### config.mk
export PLATFORM = sky130hd
export DESIGN_NAME = clk_infra_lock_seq
export DESIGN_NICKNAME = d
export VERILOG_FILES = /design/src/rtl/clk_infra_lock_seq.sv
export SDC_FILE = /design/constraint.sdc
export NUM_CORES = 1
export LEC_CHECK = 0
export CAP_MARGIN = 20
export CORE_MARGIN = 5
export CORE_UTILIZATION = 45
export CTS_CLUSTER_SIZE = 28
export DETAILED_ROUTE_END_ITERATION = 10
export PLACE_DENSITY = 0.69
export SYNTH_ARGS = -nofsm -noshare
export SYNTH_HDL_FRONTEND = slang
export SYNTH_SLANG_ARGS = --single-unit
export TNS_END_PERCENT = 20
### constraint.sdc
create_clock -name clk -period 3.9 [get_ports clk]
set_input_delay 0.78 -clock clk [delete_from_list [all_inputs] [get_ports clk]]
set_output_delay 0.78 -clock clk [all_outputs]
set_load 0.01 [all_outputs]
### src/rtl/clk_infra_lock_seq.sv
// MMCM reset/lock supervisor: qualifies lock, applies a
// fine-phase offset, then releases domain resets in order.
module clk_infra_lock_seq #(
  parameter int NUM_DOMAINS   = 4,
  parameter int RST_CYCLES    = 16,
  parameter int LOCK_TIMEOUT  = 65536,
  parameter int STABLE_CYCLES = 1024,
  parameter int STAGGER       = 8,
  parameter int PS_W          = 10,
  parameter int CNT_W         = 8
) (
  input  logic                   clk,
  input  logic                   rst,
  input  logic                   mmcm_locked,
  output logic                   mmcm_rst,
  output logic                   psen,
  output logic                   psincdec,
  input  logic                   psdone,
  input  logic signed [PS_W-1:0] ps_target,
  input  logic                   ps_load,
  output logic signed [PS_W-1:0] ps_current,
  output logic                   ps_busy,
  output logic [NUM_DOMAINS-1:0] domain_rst,
  output logic                   ready,
  output logic [CNT_W-1:0]       relock_count,
  output logic [CNT_W-1:0]       retry_count
);

  localparam int CW = $clog2(LOCK_TIMEOUT + RST_CYCLES +
                             STABLE_CYCLES +
                             NUM_DOMAINS * STAGGER + 1);

  typedef enum logic [2:0] {
    S_HOLD,
    S_WAIT,
    S_STABLE,
    S_PHASE,
    S_RELEASE,
    S_RUN
  } state_t;

  state_t                  r_state, w_state_n;
  logic [CW-1:0]           r_cnt, w_cnt_n, w_cnt_inc;
  logic                    r_lk_m, r_lk;
  logic                    r_pend, w_pend_n;
  logic                    r_psen, w_psen_n;
  logic                    r_incdec, w_incdec_n;
  logic signed [PS_W-1:0]  r_cur, w_cur_n;
  logic signed [PS_W-1:0]  r_tgt, w_tgt_n;
  logic [NUM_DOMAINS-1:0]  r_dom, w_dom_n;
  logic [CNT_W-1:0]        r_relock, w_relock_n;
  logic [CNT_W-1:0]        r_retry, w_retry_n;
  logic                    r_mmcm_rst, r_busy, r_ready;
  logic                    w_locked_st;

  assign w_cnt_inc   = r_cnt + CW'(1);
  assign w_locked_st = (r_state == S_PHASE) ||
                       (r_state == S_RELEASE) ||
                       (r_state == S_RUN);

  // Two-flop synchroniser for the asynchronous LOCKED input
  always_ff @(posedge clk or posedge rst) begin
    if (rst) begin
      r_lk_m <= 1'b0;
      r_lk   <= 1'b0;
    end else begin
      r_lk_m <= mmcm_locked;
      r_lk   <= r_lk_m;
    end
  end

  // Next-state, phase stepping, release and counter logic
  always_comb begin
    w_state_n  = r_state;
    w_cnt_n    = r_cnt;
    w_pend_n   = r_pend;
    w_psen_n   = 1'b0;
    w_incdec_n = r_incdec;
    w_cur_n    = r_cur;
    w_tgt_n    = r_tgt;
    w_dom_n    = r_dom;
    w_relock_n = r_relock;
    w_retry_n  = r_retry;
    if (ps_load) w_tgt_n = ps_target;
    unique case (r_state)
      S_HOLD: begin
        if (r_cnt == CW'(RST_CYCLES - 1)) begin
          w_state_n = S_WAIT;
          w_cnt_n   = '0;
        end else begin
          w_cnt_n = w_cnt_inc;
        end
      end
      S_WAIT: begin
        if (r_lk) begin
          w_state_n = S_STABLE;
          w_cnt_n   = '0;
        end else if (r_cnt == CW'(LOCK_TIMEOUT - 1)) begin
          w_state_n = S_HOLD;
          w_cnt_n   = '0;
          if (r_retry != '1) w_retry_n = r_retry + CNT_W'(1);
        end else begin
          w_cnt_n = w_cnt_inc;
        end
      end
      S_STABLE: begin
        if (!r_lk) begin
          w_state_n = S_WAIT;
          w_cnt_n   = '0;
        end else if (r_cnt == CW'(STABLE_CYCLES - 1)) begin
          w_state_n = S_PHASE;
          w_cnt_n   = '0;
        end else begin
          w_cnt_n = w_cnt_inc;
        end
      end
      S_PHASE: begin
        if (r_pend) begin
          if (psdone) begin
            w_pend_n = 1'b0;
            w_cur_n  = r_incdec ? r_cur + PS_W'(1)
                                : r_cur - PS_W'(1);
          end
        end else if (r_cur != w_tgt_n) begin
          w_psen_n   = 1'b1;
          w_pend_n   = 1'b1;
          w_incdec_n = (w_tgt_n > r_cur);
        end else if (|r_dom) begin
          w_state_n  = S_RELEASE;
          w_cnt_n    = '0;
          w_dom_n[0] = 1'b0;
        end else begin
          w_state_n = S_RUN;
        end
      end
      S_RELEASE: begin
        if (r_dom == '0) begin
          w_state_n = S_RUN;
        end else begin
          w_cnt_n = w_cnt_inc;
          for (int i = 1; i < NUM_DOMAINS; i++) begin
            if (w_cnt_inc == CW'(i * STAGGER)) w_dom_n[i] = 1'b0;
          end
        end
      end
      S_RUN: begin
        // Also catches targets loaded during RELEASE
        if (w_tgt_n != r_cur) w_state_n = S_PHASE;
      end
      default: w_state_n = S_HOLD;
    endcase
    // Lock loss after qualification restarts from MMCM reset
    if (w_locked_st && !r_lk) begin
      w_state_n = S_HOLD;
      w_cnt_n   = '0;
      w_pend_n  = 1'b0;
      w_psen_n  = 1'b0;
      w_cur_n   = '0;
      w_dom_n   = '1;
      if (r_relock != '1) w_relock_n = r_relock + CNT_W'(1);
    end
  end

  // State and registered outputs
  always_ff @(posedge clk or posedge rst) begin
    if (rst) begin
      r_state    <= S_HOLD;
      r_cnt      <= '0;
      r_pend     <= 1'b0;
      r_psen     <= 1'b0;
      r_incdec   <= 1'b0;
      r_cur      <= '0;
      r_tgt      <= '0;
      r_dom      <= '1;
      r_relock   <= '0;
      r_retry    <= '0;
      r_mmcm_rst <= 1'b1;
      r_busy     <= 1'b0;
      r_ready    <= 1'b0;
    end else begin
      r_state    <= w_state_n;
      r_cnt      <= w_cnt_n;
      r_pend     <= w_pend_n;
      r_psen     <= w_psen_n;
      r_incdec   <= w_incdec_n;
      r_cur      <= w_cur_n;
      r_tgt      <= w_tgt_n;
      r_dom      <= w_dom_n;
      r_relock   <= w_relock_n;
      r_retry    <= w_retry_n;
      r_mmcm_rst <= (w_state_n == S_HOLD);
      r_busy     <= (w_state_n == S_PHASE);
      r_ready    <= (w_state_n == S_RUN);
    end
  end

  assign mmcm_rst     = r_mmcm_rst;
  assign psen         = r_psen;
  assign psincdec     = r_incdec;
  assign ps_current   = r_cur;
  assign ps_busy      = r_busy;
  assign domain_rst   = r_dom;
  assign ready        = r_ready;
  assign relock_count = r_relock;
  assign retry_count  = r_retry;

endmodule

==> metrics.csv <==
metric;value;unit
core area;9060;µm²
H-tree levels;3;
Vias/cell;5.59;
Worst EP arrival;3.84;ns
pin count of the biggest net entering global routing;47;
global-route usage over all layers;0.173;
Design Power;2620;µW
setup bufs post-CTS;0;
maximum vdd drop;0.000270;V
drt wl/cell;15.1;µm
HPWL after detailed placement;6640;µm
Fin Setup TNS;0;ns
Most used DFF post-synth;dfrtp_1;
Max Root-Sink Buffers;2;
placed cell areas;4720;µm²
Max-Slew Margin vs Limit;0.424;
clock root cell;clkbuf_8;
pwr dens;529;nW/µm²
number of global-route vias before repair;3347;
Num CTS Buffers;9;
Worst setup EP type;flip-flop;
fin nets;529;
initial core utilization;0.454;
largest stage delay on the critical path;0.51;ns
Fmax;279;MHz
MaxCap Viol Count;0;
Via Count;3384;
CP Cell Sequence;clkdlybuf4s50_1 > buf_12 > mux2_2 > ha_1 > nand4_1 > or3_4 > o31a_1 > a2111oi_4 > buf_4 > a41oi_1 > a31oi_1;
number of DRC markers in iteration 0;306;
layout cells sized above 1;0.101;
Post-synth ARST share;1.00;
flops & latches, synth;68;
clock slew at reported path FFs;0.07;ns
Placed Instances;588;
Residual DRC;0;
CP max stage cell;clkdlybuf4s50_1;
GP Congestion;0.859;
CTS sink count;68;
Port Buffer Count;49;
final worst slack;0.316;ns
first-pass GRT wire length;16000;µm
Antenna Cells;0;
row cnt;35;
CTS tree;built;
post-route clock period utilization;0.919;
Setup Viol. Count Final;0;
post-route ant nets;0;
Cell Area, Synth;4120;µm²
critical path startpoint category;input pin;
hold crit path type;flip-flop to flip-flop;
worst path buffer plus inverter count;3;
initial antenna violation count;0;
Period minus WS final;3.58;ns
design area;4950;µm²
final WL;9140;µm
Worst-Skew Late Latency;0.34;ns
RSZ-0062 raised after global routing;no;
Slew Limit Fails;0;
Worst Skew;0.00915;ns
leakage;0.00223;µW
# IOs;50;
die height;106;µm
dpl ws;-0.0139;ns
Syn Nets;482;
synth warn;0;
worst slew pin tran;0.857;ns
grt ovf;0;
DR pass1 iterations;4;
critical path required time;4.16;ns
status;completed;
Synth cell types;58;
Seq/Total Area, Yosys;0.415;
die width;106;µm
post-CTS resize count;0;
# fillers;824;
mean cell area of the mapped netlist;9.31;µm²
Post-synth EDFFs;0;
die area;11200;µm²
WS Path Type;input pin to flip-flop;
Layout area overhead;20.4;%
worst-path maximum fanout;13;
Non-Filler Instances;605;
Syn Inst Count;442;
Final Hold Viols;0;
CP top delay family;compound AO/OA/AOI/OAI gates;
# hold bufs at CTS;0;
## Yosys cell counts, drive strengths merged (11+ instances only)
| master | n | share of area |
|---|---|---|
| nand4 | 11 | 0.017 |
| mux2 | 12 | 0.033 |
| clkbuf | 14 | 0.013 |
| nor3 | 13 | 0.017 |
| xnor2 | 12 | 0.026 |
| a21oi | 36 | 0.044 |
| xor2 | 13 | 0.028 |
| nor2 | 29 | 0.026 |
| ha | 24 | 0.073 |
| inv | 22 | 0.020 |
| dfrtp | 63 | 0.38 |
| nand2 | 42 | 0.038 |
| o21ai | 19 | 0.024 |
| nand3 | 16 | 0.022 |
| a31oi | 17 | 0.026 |
## worst reg2reg max path, stage by stage (launching register included)
cell and delay [ns]:
dfrtp_1 0.47, ha_1 0.42, nand3_4 0.17, nor4_1 0.57, nand3_1 0.20, inv_1 0.09
ha_1 0.20, nand2_1 0.09, a31oi_1 0.41, and2_1 0.27, nand3_1 0.12, xnor2_1 0.14
## cells by family (layout without fill, tap and decap cells)
group,Yosys count,after routing,share of synthesized area
AO/OA/AOI/OAI,108,108,0.166
XOR/XNOR,25,25,0.0532
adder cells (fa/ha/maj),25,25,0.0778
buffers and inverters,44,96,0.0505
flip-flops,68,68,0.415
multiplexers,14,14,0.0377
AND/OR/NAND/NOR,158,158,0.200
## layout by cell type, fill, tap and decap left out, types with 2 or more instances in the layout
cell type	count
dfrtp_1	63
clkdlybuf4s50_1	49
nand2_1	42
a21oi_1	36
nor2_1	29
ha_1	24
inv_1	21
a31oi_1	17
o21ai_0	17
nand3_1	15
xor2_1	13
nor3_1	12
xnor2_1	12
mux2_2	12
nand4_1	11
clkbuf_8	9
a21o_1	8
and3_1	7
nor4_1	7
nand2b_1	6
a22o_1	6
or3_1	6
buf_4	6
dfstp_2	5
o31ai_1	4
a41oi_1	3
and4_1	3
or2_2	3
nor2b_1	3
nor3b_1	3
a211oi_1	3
buf_12	3
mux2i_1	2
nor4b_1	2
o31a_1	2
and2_1	2
o21bai_1	2
clkinvlp_4	2
bufinv_16	2
## per-layer routing
metal  share of wire  GRT usage
met3           0.045     0.0423
met2            0.44      0.267
met4           0.013     0.0527
met5               0          0
met1            0.50      0.240
## report_power, final
part           internal, µW  switching [µW]
combinational           471             492
sequential              836             186
clock                   360             275
total                  1670             953
## sequential cells by signal (all words and copies together) (netlist names)
name          count
domain_rst        4
mmcm_rst          1
ps_busy           1
ps_current       10
psen              1
psincdec          1
r_cnt            17
r_lk              1
r_lk_m            1
r_pend            1
r_state           3
r_tgt            10
ready             1
relock_count      8
retry_count       8
## per-stage QoR
| stage | hold slack [ns] | util |
|---|---|---|
| 3_5_place_dp | 0.346 | 0.520 |
| 5_1_grt | 0.378 | 0.547 |
| 6_report | 0.362 | 0.547 |
| 3_3_place_gp | 0.336 | 0.520 |
| 4_1_cts | 0.363 | 0.544 |
| 2_1_floorplan | 0.331 | - |
## worst paths after layout
check | cells after the start | end | slack, ns | startpoint
max in group asynchronous | 4 | domain_rst[3] | 2.52 | rst
hold / removal | 0 | r_lk | 0.36 | r_lk_m
min in group asynchronous | 2 | relock_count[1] | 0.65 | rst
setup reg to reg | 11 | retry_count[4] | 0.64 | r_cnt[1]
hold reg to reg | 0 | r_lk | 0.36 | r_lk_m
setup / recovery | 11 | r_cnt[13] | 0.32 | ps_load
## final cells by class
type | instances | area, µm² | area share
inverters | 22 | 82.6 | 0.0167
flip-flops and latches | 68 | 1710 | 0.345
clock inverters | 6 | 88.8 | 0.0179
well taps | 111 | 139 | 0.0280
multi-input cells | 330 | 2210 | 0.447
clock buffers | 10 | 128 | 0.0258
repair buffers | 58 | 596 | 0.120
Power figures use the tool's default switching activity.
